File: src/rtl/mfc_pkg.sv
// Shared encodings and edit arithmetic for the clock-set controller.
package mfc_pkg;

  localparam logic [2:0] ST_IDLE    = 3'd0;
  localparam logic [2:0] ST_CAPTURE = 3'd1;
  localparam logic [2:0] ST_EDIT    = 3'd2;
  localparam logic [2:0] ST_COMMIT  = 3'd3;
  localparam logic [2:0] ST_ABORT   = 3'd4;

  localparam logic [1:0] FLD_HOUR = 2'd0;
  localparam logic [1:0] FLD_MIN  = 2'd1;
  localparam logic [1:0] FLD_SEC  = 2'd2;

  localparam int MIN_SEC_MAX = 59;

  function automatic int wrap_step(input int v, input int mx, input logic up);
    if (up) return (v == mx) ? 0 : v + 1;
    return (v == 0) ? mx : v - 1;
  endfunction

  function automatic logic [1:0] cursor_step(input logic [1:0] c, input logic right);
    if (right) return (c == FLD_SEC) ? FLD_HOUR : c + 2'd1;
    return (c == FLD_HOUR) ? FLD_SEC : c - 2'd1;
  endfunction

endpackage

File: src/rtl/mfc_time_set_ctrl_if.sv
// Button/time inputs and shadow-time outputs of the clock-set controller.
interface mfc_time_set_ctrl_if;
  logic       set_en;
  logic       btn_up;
  logic       btn_down;
  logic       btn_left;
  logic       btn_right;
  logic [4:0] cur_hour;
  logic [5:0] cur_min;
  logic [5:0] cur_sec;
  logic [4:0] edit_hour;
  logic [5:0] edit_min;
  logic [5:0] edit_sec;
  logic [1:0] cursor;
  logic       blink;
  logic       set_active;
  logic       load;

  modport master (
    output set_en, btn_up, btn_down, btn_left, btn_right, cur_hour, cur_min, cur_sec,
    input  edit_hour, edit_min, edit_sec, cursor, blink, set_active, load
  );

  modport slave (
    input  set_en, btn_up, btn_down, btn_left, btn_right, cur_hour, cur_min, cur_sec,
    output edit_hour, edit_min, edit_sec, cursor, blink, set_active, load
  );
endinterface

File: src/rtl/mfc_blink_gen.sv
// Blink phase generator: toggles every BLINK_DIV enabled cycles, clr restarts in the dark phase.
module mfc_blink_gen #(
  parameter int BLINK_DIV = 50_000_000
) (
  input  logic clk,
  input  logic rst,
  input  logic clr,
  input  logic en,
  output logic blink
);
  localparam int CW = $clog2(BLINK_DIV + 1);

  logic [CW-1:0] cnt_q, cnt_d;
  logic          blink_q, blink_d;

  always_comb begin
    cnt_d   = '0;
    blink_d = 1'b0;
    if (!clr && en) begin
      if (cnt_q == CW'(BLINK_DIV - 1)) begin
        blink_d = ~blink_q;
      end else begin
        cnt_d   = cnt_q + CW'(1);
        blink_d = blink_q;
      end
    end
  end

  always_ff @(posedge clk or posedge rst) begin
    if (rst) begin
      cnt_q   <= '0;
      blink_q <= 1'b0;
    end else begin
      cnt_q   <= cnt_d;
      blink_q <= blink_d;
    end
  end

  assign blink = blink_q;
endmodule

File: src/rtl/mfc_time_set_ctrl.sv
// Clock-set sequencer: capture live time, edit a shadow copy, commit with a load strobe.
// Optional edit timeout/abort is built when MFC_SET_TIMEOUT_EN is defined.
module mfc_time_set_ctrl
  import mfc_pkg::*;
#(
  parameter int BLINK_DIV   = 50_000_000,
  parameter int TIMEOUT_CYC = 1_000_000_000,
  parameter int HOUR_MOD    = 24
) (
  input  logic                 MCLK,
  input  logic                 RST,
  mfc_time_set_ctrl_if.slave   bus
);
  logic [2:0] state_q, state_d;
  logic [4:0] hour_q, hour_d;
  logic [5:0] min_q, min_d;
  logic [5:0] sec_q, sec_d;
  logic [1:0] cursor_q, cursor_d;
  logic       load_q, load_d;
  logic       accept;
  logic       blink_raw;

`ifdef MFC_SET_TIMEOUT_EN
  localparam int IW = $clog2(TIMEOUT_CYC + 1);
  logic [IW-1:0] idle_q, idle_d;
  logic          btn_any;
  assign btn_any = bus.btn_up | bus.btn_down | bus.btn_left | bus.btn_right;
`endif

  always_comb begin
    state_d  = state_q;
    hour_d   = hour_q;
    min_d    = min_q;
    sec_d    = sec_q;
    cursor_d = cursor_q;
    accept   = 1'b0;
`ifdef MFC_SET_TIMEOUT_EN
    idle_d   = '0;
`endif
    case (state_q)
      ST_IDLE: if (bus.set_en) state_d = ST_CAPTURE;
      ST_CAPTURE: begin
        hour_d   = bus.cur_hour;
        min_d    = bus.cur_min;
        sec_d    = bus.cur_sec;
        cursor_d = FLD_HOUR;
        state_d  = ST_EDIT;
      end
      ST_EDIT: begin
        if (!bus.set_en) begin
          state_d = ST_COMMIT;
        end else begin
          // Edit uses the pre-move cursor; the cursor update below lands afterwards.
          if (bus.btn_up ^ bus.btn_down) begin
            accept = 1'b1;
            case (cursor_q)
              FLD_HOUR: hour_d = 5'(wrap_step(int'(hour_q), HOUR_MOD - 1, bus.btn_up));
              FLD_MIN:  min_d  = 6'(wrap_step(int'(min_q), MIN_SEC_MAX, bus.btn_up));
              FLD_SEC:  sec_d  = 6'(wrap_step(int'(sec_q), MIN_SEC_MAX, bus.btn_up));
              default: ;
            endcase
          end
          if (bus.btn_right && !bus.btn_left)      cursor_d = cursor_step(cursor_q, 1'b1);
          else if (bus.btn_left && !bus.btn_right) cursor_d = cursor_step(cursor_q, 1'b0);
`ifdef MFC_SET_TIMEOUT_EN
          if (btn_any)                                   idle_d  = '0;
          else if (idle_q == IW'(TIMEOUT_CYC - 1))       state_d = ST_ABORT;
          else                                           idle_d  = idle_q + IW'(1);
`endif
        end
      end
      ST_COMMIT: state_d = ST_IDLE;
`ifdef MFC_SET_TIMEOUT_EN
      ST_ABORT: if (!bus.set_en) state_d = ST_IDLE;
`endif
      default: state_d = ST_IDLE;
    endcase
  end

  assign load_d = (state_q == ST_COMMIT);

  always_ff @(posedge MCLK or posedge RST) begin
    if (RST) begin
      state_q  <= ST_IDLE;
      hour_q   <= '0;
      min_q    <= '0;
      sec_q    <= '0;
      cursor_q <= FLD_HOUR;
      load_q   <= 1'b0;
    end else begin
      state_q  <= state_d;
      hour_q   <= hour_d;
      min_q    <= min_d;
      sec_q    <= sec_d;
      cursor_q <= cursor_d;
      load_q   <= load_d;
    end
  end

`ifdef MFC_SET_TIMEOUT_EN
  always_ff @(posedge MCLK or posedge RST) begin
    if (RST) idle_q <= '0;
    else     idle_q <= idle_d;
  end
`endif

  mfc_blink_gen #(.BLINK_DIV(BLINK_DIV)) u_blink (
    .clk   (MCLK),
    .rst   (RST),
    .clr   ((state_q == ST_CAPTURE) || accept),
    .en    (state_q == ST_EDIT),
    .blink (blink_raw)
  );

  // The generator may tick on the exit edge; gating keeps blink dark outside EDIT.
  assign bus.blink      = blink_raw && (state_q == ST_EDIT);
  assign bus.set_active = (state_q == ST_EDIT);
  assign bus.edit_hour  = hour_q;
  assign bus.edit_min   = min_q;
  assign bus.edit_sec   = sec_q;
  assign bus.cursor     = cursor_q;
  assign bus.load       = load_q;
endmodule

File: src/flat_wrapper.sv
// flat-port wrapper written by rule: the top's interface ports become plain ports
module mfc_time_set_ctrl_flat import mfc_pkg::*;
#(
  parameter int BLINK_DIV   = 50_000_000,
  parameter int TIMEOUT_CYC = 1_000_000_000,
  parameter int HOUR_MOD    = 24
)
  (MCLK, RST, bus_set_en, bus_btn_up, bus_btn_down, bus_btn_left, bus_btn_right, bus_cur_hour, bus_cur_min, bus_cur_sec, bus_edit_hour, bus_edit_min, bus_edit_sec, bus_cursor, bus_blink, bus_set_active, bus_load);
  mfc_time_set_ctrl_if bus_i ();
  input  logic MCLK;
  input  logic RST;
  input wire logic [$bits(bus_i.set_en)-1:0] bus_set_en;
  input wire logic [$bits(bus_i.btn_up)-1:0] bus_btn_up;
  input wire logic [$bits(bus_i.btn_down)-1:0] bus_btn_down;
  input wire logic [$bits(bus_i.btn_left)-1:0] bus_btn_left;
  input wire logic [$bits(bus_i.btn_right)-1:0] bus_btn_right;
  input wire logic [$bits(bus_i.cur_hour)-1:0] bus_cur_hour;
  input wire logic [$bits(bus_i.cur_min)-1:0] bus_cur_min;
  input wire logic [$bits(bus_i.cur_sec)-1:0] bus_cur_sec;
  output wire logic [$bits(bus_i.edit_hour)-1:0] bus_edit_hour;
  output wire logic [$bits(bus_i.edit_min)-1:0] bus_edit_min;
  output wire logic [$bits(bus_i.edit_sec)-1:0] bus_edit_sec;
  output wire logic [$bits(bus_i.cursor)-1:0] bus_cursor;
  output wire logic [$bits(bus_i.blink)-1:0] bus_blink;
  output wire logic [$bits(bus_i.set_active)-1:0] bus_set_active;
  output wire logic [$bits(bus_i.load)-1:0] bus_load;
  assign bus_i.set_en = bus_set_en;
  assign bus_i.btn_up = bus_btn_up;
  assign bus_i.btn_down = bus_btn_down;
  assign bus_i.btn_left = bus_btn_left;
  assign bus_i.btn_right = bus_btn_right;
  assign bus_i.cur_hour = bus_cur_hour;
  assign bus_i.cur_min = bus_cur_min;
  assign bus_i.cur_sec = bus_cur_sec;
  assign bus_edit_hour = bus_i.edit_hour;
  assign bus_edit_min = bus_i.edit_min;
  assign bus_edit_sec = bus_i.edit_sec;
  assign bus_cursor = bus_i.cursor;
  assign bus_blink = bus_i.blink;
  assign bus_set_active = bus_i.set_active;
  assign bus_load = bus_i.load;
  mfc_time_set_ctrl #(.BLINK_DIV(BLINK_DIV), .TIMEOUT_CYC(TIMEOUT_CYC), .HOUR_MOD(HOUR_MOD)) u_core (.MCLK(MCLK), .RST(RST), .bus(bus_i));
endmodule
File: config.mk
export PLATFORM = sky130hd
export DESIGN_NAME = mfc_time_set_ctrl_flat
export DESIGN_NICKNAME = d
export VERILOG_FILES = /design/src/rtl/mfc_pkg.sv /design/src/rtl/mfc_time_set_ctrl_if.sv /design/src/rtl/mfc_blink_gen.sv /design/src/rtl/mfc_time_set_ctrl.sv /design/src/flat_wrapper.sv
export SDC_FILE = /design/constraint.sdc
export NUM_CORES = 1
export LEC_CHECK = 0
export ABC_AREA = 1
export CORE_ASPECT_RATIO = 1.75
export CORE_MARGIN = 2
export CORE_UTILIZATION = 57
export CTS_CLUSTER_DIAMETER = 80
export DETAILED_ROUTE_END_ITERATION = 8
export GPL_TIMING_DRIVEN = 0
export PLACE_DENSITY = 0.8
export SETUP_SLACK_MARGIN = 0.3
export SYNTH_ARGS = -nofsm -noshare
export SYNTH_HDL_FRONTEND = slang
export SYNTH_SLANG_ARGS = --single-unit
File: constraint.sdc
create_clock -name MCLK -period 1.9 [get_ports MCLK]
set_clock_uncertainty 0.05 [all_clocks]
set_input_delay 0.38 -clock MCLK [delete_from_list [all_inputs] [get_ports MCLK]]
set_output_delay 0.38 -clock MCLK [all_outputs]
set_load 0.01 [all_outputs]
==> results list <==
* Crit path from: u_core.state_q[1]
* CTS HTree Levels: 2
- Count of inserted antenna diode cells: 0
* Maximum vdd ir drop: 0.000984 V
- Row generation in the floorplan step produced 39 rows.
- In this run the critical register-to-register path is launched from u_core.state_q[0].
* Number of setup violations in the final report: 0
- Maximum number of pins on one net before global-route repair: 50
* Power density normalized to cell area: 1410 nW/µm²
- Finished layout cell area: 4820 µm²
- In this run the tightest slew margin relative to its limit is 18.7%.
* Placeable core region: 6440 µm²
- For the pin with the worst max-slew slack, the measured transition is 1.21 ns.
- Max-slew violations: 0
- Later-pin clock latency in the skew report: 0.30 ns
* Initial core utilization: 57.7%
- Wire segments on met2 add up to 5.50 mm in the final route.
- The min-delay analysis places its worst path in the category in2reg.
- In this run the count of I/O pins placed on the die edge is 46.
- Length of routed met3 wiring: 482 µm
* Cell area after placement: 4270 µm²
* Sum of negative setup slack: 0 ns
- The Yosys step of the flow raised 0 warnings.
* Min cycle time layout: 1.79 ns
- Of all flip-flops after synthesis, the portion carrying an async set or reset was 100%.
- Dividing the detail-routed via count by the number of cells gives 5.34.
- Detailed Routing Iterations Pass 1: 5
- Slack of the worst reg-to-reg path: 0.15 ns
* Antenna-violating nets left: 0
* Cts bufs inserted: 5
- Setup repair after global routing could not meet its margin everywhere.
* WP data required: 1.47 ns
- Number of global-route vias before repair: 3793
* TritonCTS clock tree: yes
- Synthesized netlist net count: 581
- Die X: 65.0 µm
- Final routed wirelength across all metal layers: 10.2 mm
- Number of enable-type register cells in the synthesized netlist: 0
- The count of final hold-check violations came to 0.
- Unique masters post-synth: 37
- Type of element capturing the critical path: output pin
- Part of the Yosys area used for sequential elements: 33.0%
- Routability-driven placement congestion ratio: 0.946
- Bufs on Longest Clock Path: 2
- Initial antenna violation count: 0
- Worst hold slack: 0.400 ns
- Cells fill 74.8% of the core in the end.
- Top achievable clock speed: 0.559 GHz
* Origin of the worst min-delay path: bus_btn_up
- The net count of the finished layout is 663.
- Counting flops and latches in the post-synthesis netlist gives 49.
- Total congestion overflow after global routing: 0
- Highest metal used: met4
- In the final layout, the share of cells above drive strength 1 is 18.4%.
* Estimated wirelength of the detail-placed design: 6.99 mm
- Dividing the detail-routed wire length by the instance count gives 14.5 µm.
- Mean post-synth cell area: 6.92 µm²
* Area Overhead vs Synth: 29.7%
* Overall global routing resource usage: 28.7%
- Cells after Synth: 537
* Clock transition time at the flip-flop clock pins of the worst setup and hold paths: 0.07 ns
* Floorplan die area: 7210 µm²
* Outcome: completed
* Total routed wire length on the met1 layer: 3.61 mm
* Share of the clock period used by the worst path after layout: 94.2%
- Post-synthesis cell area: 3720 µm²
* Wire length of the first global-routing pass: 16.5 mm
- Buffers inserted to repair hold after CTS numbered 0.
- The critical path is of the reg2out type.
- STA classifies the critical path startpoint as a register.
- Drt first-iter violations: 261
* Vias after detailed routing: 3748
* WP data arrival: 1.36 ns
- Total leakage power: 0.00226 µW
- Vertical die dimension: 111 µm
- Among all flip-flop cells after synthesis, the most frequent one is dfrtp_1.
- Maximum net fanout on the critical path: 3
- The clock net in this run drives a total of 49 sinks.
- In this run the tool buffered the top-level ports with 44 buffer cells.
- Number of design rule violations left after detail routing: 0
- Root cell of the clock tree: clkbuf_16
- Number of max-capacitance violations reported: 0
-- report_power, final --
part           switching, µW  leakage [µW]  internal [µW]  total, µW
registers                248      0.000631           1320       1570
clock network            424     0.0000841            660       1080
logic                   2320       0.00154           1840       4160
total                   2990       0.00226           3820       6810
-- cells by family after synthesis --
logic type	synth area share, %
and+or+nand+nor	36.9
AOI/OAI and AO/OA	8.48
adders and majority gates	6.73
DFF	33.0
xor gates and xnor gates	6.13
buffers and inverters	8.75
-- per-layer routing --
layer | track usage (%) | vias to the layer above
li1 | - | 1855
met1 | 29.3 | 1715
met2 | 52.5 | 134
met3 | 4.97 | 44
met4 | 17.2 | 0
met5 | 0 | -
-- path summary, 6_finish.rpt --
path                                       endpoint  cells past startpoint
setup / recovery                          bus_blink                      6
hold / removal               u_core.bus.edit_min[4]                      4
setup reg to reg               u_core.u_blink.blink                     11
hold reg to reg            u_core.u_blink.cnt_q[22]                      2
max in group asynchronous   u_core.u_blink.cnt_q[4]                      2
min in group asynchronous    u_core.bus.edit_min[0]                      2
-- cells in the mapped netlist (3+ instances only) --
library cell,n,area share (%)
nand2_1,141,14
o21ai_1,3,0.40
inv_1,52,5.3
nor3_1,5,0.67
xor2_1,14,3.3
xnor2_1,12,2.8
nor2_2,10,1.7
ha_1,20,6.7
nand3_1,43,5.8
o211ai_2,3,1.0
a21oi_1,19,2.6
o21ai_0,15,2.0
dfrtp_1,49,33
buf_6,4,1.2
nand2_4,3,0.91
inv_2,3,0.30
buf_2,5,0.67
nand4_1,9,1.5
clkbuf_1,3,0.30
nor2_1,102,10
-- sequential cells by signal, summed over array words and instances (netlist names) --
register and flops:
u_core.bus.edit_sec 6, u_core.bus.cursor 2, u_core.bus.edit_hour 5, u_core.u_blink.blink 1, u_core.bus.load 1, u_core.u_blink.cnt_q 26, u_core.bus.edit_min 6, u_core.state_q 2
-- placed cells by master, fill, tap and decap left out, drive strengths merged --
cell type      synthesis  final
clkinv                 1      1
dfrtp                 49     49
o211ai                 5      5
ha                    20     20
nor2                 114    114
a21boi                 4      4
xnor2                 12     12
inv                   56     53
nand4                  9      9
nor3                   5      5
a21oi                 20     20
buf                   11     44
bufinv                 0      1
clkbuf                 3      9
or2                    2      2
nand3                 44     44
o21ai                 19     19
dlymetal6s2s           0      2
xor2                  14     14
clkdlybuf4s50          0     23
a22oi                  1      1
o21bai                 2      2
dlygate4sd2            0     17
nand2                145    145
clkinvlp               0      4
nand3b                 1      1
-- final cells by class --
type / count / area, µm²
buffer: 14 / 138
timing repair inverter: 1 / 5.00
timing repair buffer: 74 / 676
sequential: 49 / 1240
inverter: 57 / 233
multi-input combinational: 417 / 2260
fill: 503 / 1620
clock inverter: 1 / 30.0
clock buffer: 7 / 143
tap: 82 / 103
-- worst max-delay path, cell delays in order, from the launching register on --
cell,delay (ns)
dfrtp_1,0.42
ha_4,0.18
buf_6,0.12
clkbuf_16,0.14
nand2_4,0.06
inv_2,0.03
buf_6,0.11
-- timing repair --
item | in CTS | in global routing
resized for setup | 45 | 37
cloned | 0 | 1
setup endpoints to repair | 66 | 56
setup buffers | 17 | 13
pin swaps | 1 | 5
-- per-stage QoR --
stage / total power [µW] / setup WS (ns) / instances
after floorplan: 3920 / 0.304 / 537
after global placement: 4870 / -0.301 / 663
after detailed placement: 4980 / -0.302 / 663
after CTS: 6350 / 0.114 / 688
after global routing: 7290 / 0.0621 / 702
final: 6810 / 0.110 / 702
(Power assumes the default switching activity.)
